[src/rtl/spi_burst_ctrl.sv]
// -----------------------------------------------------------------------------
// spi_burst_ctrl
// Burst sequencer placed in front of a byte-level SPI master. A host issues a
// burst command (byte count); this block frames the transfer with chip select,
// feeds host TX bytes to the master one at a time (exactly one outstanding),
// returns each received byte to the host, and enforces cs_n setup, hold and
// minimum idle gap.
//
// Ports:
//   clk, rstn                     clock (rising edge), async active-low reset
//   start, len[7:0]               burst command, accepted only while busy=0
//   busy, done, cs_n              status and chip select (all registered)
//   host_tx_data/valid/ready      host -> block byte stream (ready = FETCH)
//   host_rx_data/valid            block -> host received bytes, no backpressure
//   m_tx_data/valid/ready         block -> SPI master byte handshake
//   m_rx_data/valid               SPI master -> block received byte pulse
// -----------------------------------------------------------------------------
module spi_burst_ctrl #(
    parameter int CS_SETUP = 2,
    parameter int CS_HOLD  = 2,
    parameter int CS_IDLE  = 2
) (
    input  logic       clk,
    input  logic       rstn,
    input  logic       start,
    input  logic [7:0] len,
    output logic       busy,
    output logic       done,
    output logic       cs_n,
    input  logic [7:0] host_tx_data,
    input  logic       host_tx_valid,
    output logic       host_tx_ready,
    output logic [7:0] host_rx_data,
    output logic       host_rx_valid,
    output logic [7:0] m_tx_data,
    output logic       m_tx_valid,
    input  logic       m_tx_ready,
    input  logic [7:0] m_rx_data,
    input  logic       m_rx_valid
);

    typedef enum logic [2:0] {
        IDLE    = 3'd0,
        SETUP   = 3'd1,
        FETCH   = 3'd2,
        SEND    = 3'd3,
        WAIT_RX = 3'd4,
        HOLD    = 3'd5,
        GAP     = 3'd6
    } state_e;

    // Terminal values of the shared phase counter for each timed state.
    localparam logic [7:0] SETUP_LAST = 8'(CS_SETUP - 1);
    localparam logic [7:0] HOLD_LAST  = 8'(CS_HOLD - 1);
    localparam logic [7:0] IDLE_LAST  = 8'(CS_IDLE - 1);

    state_e     state_q, state_d;
    logic [7:0] cnt_q, cnt_d;
    logic [7:0] rem_q, rem_d;
    logic       cs_n_q, cs_n_d;
    logic       busy_q, busy_d;
    logic       done_q, done_d;
    logic [7:0] m_tx_data_q, m_tx_data_d;
    logic       m_tx_valid_q, m_tx_valid_d;
    logic [7:0] host_rx_data_q, host_rx_data_d;
    logic       host_rx_valid_q, host_rx_valid_d;

    // Next-state and next-output computation for the burst sequencer.
    always_comb begin
        state_d         = state_q;
        cnt_d           = cnt_q;
        rem_d           = rem_q;
        cs_n_d          = cs_n_q;
        busy_d          = busy_q;
        done_d          = 1'b0;
        m_tx_data_d     = m_tx_data_q;
        m_tx_valid_d    = m_tx_valid_q;
        host_rx_data_d  = host_rx_data_q;
        host_rx_valid_d = 1'b0;
        case (state_q)
            IDLE: begin
                // busy is always low here, so a start while busy never reaches this branch.
                if (start) begin
                    rem_d  = len;
                    busy_d = 1'b1;
                    cnt_d  = 8'd0;
                    if (len != 8'd0) begin
                        state_d = SETUP;
                        cs_n_d  = 1'b0;
                    end else begin
                        // Empty transaction: skip the frame, cs_n never asserts.
                        state_d = GAP;
                        done_d  = 1'b1;
                    end
                end else begin
                    state_d = IDLE;
                end
            end
            SETUP: begin
                if (cnt_q == SETUP_LAST) begin
                    state_d = FETCH;
                    cnt_d   = 8'd0;
                end else begin
                    cnt_d = cnt_q + 8'd1;
                end
            end
            FETCH: begin
                if (host_tx_valid) begin
                    m_tx_data_d  = host_tx_data;
                    m_tx_valid_d = 1'b1;
                    state_d      = SEND;
                end else begin
                    state_d = FETCH;
                end
            end
            SEND: begin
                if (m_tx_ready) begin
                    m_tx_valid_d = 1'b0;
                    state_d      = WAIT_RX;
                end else begin
                    state_d = SEND;
                end
            end
            WAIT_RX: begin
                if (m_rx_valid) begin
                    host_rx_data_d  = m_rx_data;
                    host_rx_valid_d = 1'b1;
                    // Saturating decrement keeps a corrupted count from wrapping to 255.
                    if (rem_q != 8'd0) begin
                        rem_d = rem_q - 8'd1;
                    end else begin
                        rem_d = 8'd0;
                    end
                    if (rem_q <= 8'd1) begin
                        state_d = HOLD;
                        cnt_d   = 8'd0;
                    end else begin
                        state_d = FETCH;
                    end
                end else begin
                    state_d = WAIT_RX;
                end
            end
            HOLD: begin
                if (cnt_q == HOLD_LAST) begin
                    state_d = GAP;
                    cs_n_d  = 1'b1;
                    done_d  = 1'b1;
                    cnt_d   = 8'd0;
                end else begin
                    cnt_d = cnt_q + 8'd1;
                end
            end
            GAP: begin
                if (cnt_q == IDLE_LAST) begin
                    state_d = IDLE;
                    busy_d  = 1'b0;
                    cnt_d   = 8'd0;
                end else begin
                    cnt_d = cnt_q + 8'd1;
                end
            end
            default: begin
                state_d      = IDLE;
                cnt_d        = 8'd0;
                rem_d        = 8'd0;
                cs_n_d       = 1'b1;
                busy_d       = 1'b0;
                m_tx_valid_d = 1'b0;
            end
        endcase
    end

    // State and output registers; reset drops cs_n and any in-flight byte at once.
    always_ff @(posedge clk or negedge rstn) begin
        if (!rstn) begin
            state_q         <= IDLE;
            cnt_q           <= 8'd0;
            rem_q           <= 8'd0;
            cs_n_q          <= 1'b1;
            busy_q          <= 1'b0;
            done_q          <= 1'b0;
            m_tx_data_q     <= 8'd0;
            m_tx_valid_q    <= 1'b0;
            host_rx_data_q  <= 8'd0;
            host_rx_valid_q <= 1'b0;
        end else begin
            state_q         <= state_d;
            cnt_q           <= cnt_d;
            rem_q           <= rem_d;
            cs_n_q          <= cs_n_d;
            busy_q          <= busy_d;
            done_q          <= done_d;
            m_tx_data_q     <= m_tx_data_d;
            m_tx_valid_q    <= m_tx_valid_d;
            host_rx_data_q  <= host_rx_data_d;
            host_rx_valid_q <= host_rx_valid_d;
        end
    end

    assign host_tx_ready = (state_q == FETCH);
    assign busy          = busy_q;
    assign done          = done_q;
    assign cs_n          = cs_n_q;
    assign m_tx_data     = m_tx_data_q;
    assign m_tx_valid    = m_tx_valid_q;
    assign host_rx_data  = host_rx_data_q;
    assign host_rx_valid = host_rx_valid_q;

endmodule

[config.mk]
export PLATFORM = sky130hd
export DESIGN_NAME = spi_burst_ctrl
export DESIGN_NICKNAME = d
export VERILOG_FILES = /design/src/rtl/spi_burst_ctrl.sv
export SDC_FILE = /design/constraint.sdc
export NUM_CORES = 1
export LEC_CHECK = 0
export ABC_AREA = 1
export CAP_MARGIN = 20
export CORE_UTILIZATION = 50
export DETAILED_ROUTE_END_ITERATION = 8
export GPL_ROUTABILITY_DRIVEN = 0
export PLACE_DENSITY_LB_ADDON = 0.3
export SLEW_MARGIN = 5
export SYNTH_ARGS = -nofsm -noshare
export SYNTH_HDL_FRONTEND = slang
export SYNTH_SLANG_ARGS = --single-unit
[constraint.sdc]
create_clock -name clk -period 2.98 [get_ports clk]
set_input_delay 0.894 -clock clk [delete_from_list [all_inputs] [get_ports clk]]
set_output_delay 0.894 -clock clk [all_outputs]
set_load 0.1 [all_outputs]
==> summary.txt <==
Run status
  – Status: complete, no violations

Worst setup path
  – Worst R2R Path Depth: 9
  – CP arrival: 1460 ps
  – Critical path required time: 2090 ps
  – CP startpoint kind: flip-flop
  – Crit end category: output pin
  – WS Path Type: flip-flop to output pin
  – CP Max Fanout: 5

Routing
  – Number of DRC markers in iteration 0: 97
  – Drt via density: 4.97
  – Residual DRC: 0
  – DR vias: 2150
  – Final WL: 5080 um
  – DR WL/cell: 11.7 um
  – DRT antenna net count: 0
  – TritonRoute pass-1 iters: 4

STA
  – Setup_tns: 0 ps
  – Slew @ Worst Pin: 889 ps
  – Final critical-path required period: 2360 ps
  – Layout Skew: 8.21 ps
  – Minimum hold slack: 475 ps
  – RSZ-0062 raised after global routing: no
  – Hold Fails Final Rpt: 0
  – Final period util: 0.791
  – Worst slew margin: 0.407
  – Pins Over Slew Limit: 0
  – Final Setup Violations: 0
  – Highest clock rate: 424 MHz

Synthesis
  – Area leader, netlist: dfrtp_1
  – Yosys warnings: 0
  – Synth Instances: 325
  – Share of the synthesized area in the top cell type: 0.426
  – Mapped Avg Cell Area: 7.04 um2
  – Yosys cell types: 28
  – Seq/Total Area, Yosys: 0.438
  – Syn_nets: 359
  – Post-synthesis cell area: 0.00229 mm2
  – Synthesized flop and latch total: 40
  – Top cells by area, synth: dfrtp_1, nand2_1, nor2_1

Floorplan
  – Floorplan row count: 24
  – Die area: 0.00485 mm2
  – Io pins: 52
  – Die H: 69.7 um
  – Initial Utilization: 0.522
  – Core ar.: 0.00438 mm2
  – Die Span X: 69.7 um

Clock network
  – Max H-tree Level: 2
  – Worst-path clk slew: 80 ps
  – Clock sink count: 40
  – Total CTS buffers: 5
  – Clock Latency Late Sink: 300 ps
  – Post_cts resized: 0
  – Post-cts hold buffer count: 0
  – TritonCTS clock tree: done
  – Post-CTS setup buffers: 0
  – Longest Clk Path Bufs: 2
  – Root Buffer: clkbuf_8

Final layout
  – Fillers: 398
  – Area growth from synthesis to layout: 26.2%
  – ANT cells: 0
  – Number of nets in the layout: 414
  – Layout cell share with drive strength beyond 1: 0.136

Job
  – Maxcap violations: 0

Worst hold path
  – Worst hold path depth: 2
  – Hold Path Class: flip-flop to flip-flop

Place
  – # port buffers: 51
  – Hpwl dp: 3750 um

Global route
  – Initial antenna violation count: 0
  – Vias in the first global route: 2091
  – Pin count of the biggest net entering global routing: 41
  – Total Routing Usage GR: 0.235
  – First-pass GRT wire length: 9150 um
  – Grt total ovfl: 0
area by class of cell:
type	count	area [um2]	share of cell area
Clock inverter	3	42.5	0.0147
Tap cell	52	65.1	0.0225
Inverter	40	153	0.0528
Multi-Input combinational cell	242	1110	0.383
Sequential cell	40	1000	0.347
Timing Repair Buffer	51	450	0.156
Clock buffer	5	68.8	0.0238
through the flow:
step / std cells / worst slack (ps) / area (um2) / util
after floorplan: 325 / 795 / 2290 / -
after global placement: 425 / 670 / 2780 / 0.634
after detailed placement: 425 / 616 / 2780 / 0.634
after CTS: 433 / 625 / 2890 / 0.659
after global routing: 433 / 512 / 2890 / 0.659
final: 433 / 624 / 2890 / 0.659
synth_stat cells:
cell type,number
a21o_1,2
a21oi_1,8
buf_4,2
buf_6,1
dfrtp_1,39
dfstp_2,1
ha_1,4
inv_1,37
inv_2,2
inv_4,1
nand2_1,122
nand2_2,7
nand2_4,2
nand3_1,15
nand3_2,1
nand3b_1,2
nand4_1,5
nor2_1,53
nor2_2,3
nor2_4,3
nor3_1,3
o21ai_0,3
o21ai_1,1
o22ai_1,1
or2_0,2
or2_2,1
xnor2_1,1
xor2_1,3
registers in the layout, indices dropped and copies added (netlist names):
register,count
done,1
state_q,3
cs_n,1
m_tx_data,8
host_rx_valid,1
rem_q,8
busy,1
host_rx_data,8
cnt_q,8
m_tx_valid,1
placed cells by master, fill, tap and decap left out, drive strengths merged:
cell type / n
nand3b: 2
buf: 23
nor2: 59
bufinv: 1
inv: 40
o22ai: 1
nand3: 16
nor3: 3
clkdlybuf4s50: 28
clkbuf: 5
or2: 3
a21o: 2
clkinvlp: 1
ha: 4
dfstp: 1
o21ai: 4
xor2: 3
a21oi: 8
nand2: 131
nand4: 5
xnor2: 1
dfrtp: 39
clkinv: 1
critical path, stage by stage, from the launching register on:
cell	delay, ps
dfrtp_1	500
inv_2	80
nor2_1	90
nand2_1	140
inv_1	80
buf_4	280
routing by layer:
layer  GRT usage  share of wire  vias up
li1            -              -     1097
met5           0              0        -
met3      0.0552          0.064        6
met4      0.0644          0.011        0
met1       0.304           0.47      980
met2       0.396           0.46       67
logic make-up (layout without fill, tap and decap cells):
family / after synthesis / in the layout / share of synthesized area
AO/OA/AOI/OAI: 15 / 15 / 0.0355
buffers and inverters: 43 / 99 / 0.0782
XOR/XNOR: 4 / 4 / 0.0153
adder cells (fa/ha/maj): 4 / 4 / 0.0219
flip-flops: 40 / 40 / 0.438
AND/OR/NAND/NOR: 219 / 219 / 0.411
worst paths after layout:
kind | start | end | slack [ps]
max reg2reg | rem_q[0] | cnt_q[2] | 1210
max | state_q[1] | host_tx_ready | 620
max in group asynchronous | rstn | state_q[2] | 1700
min | cs_n | cs_n | 470
min reg2reg | cs_n | cs_n | 470
min in group asynchronous | rstn | m_tx_data[7] | 720
Power is left out: the tool's default activity adds up to more than one toggle a clock period on the data nets, which glitch-free logic cannot reach.
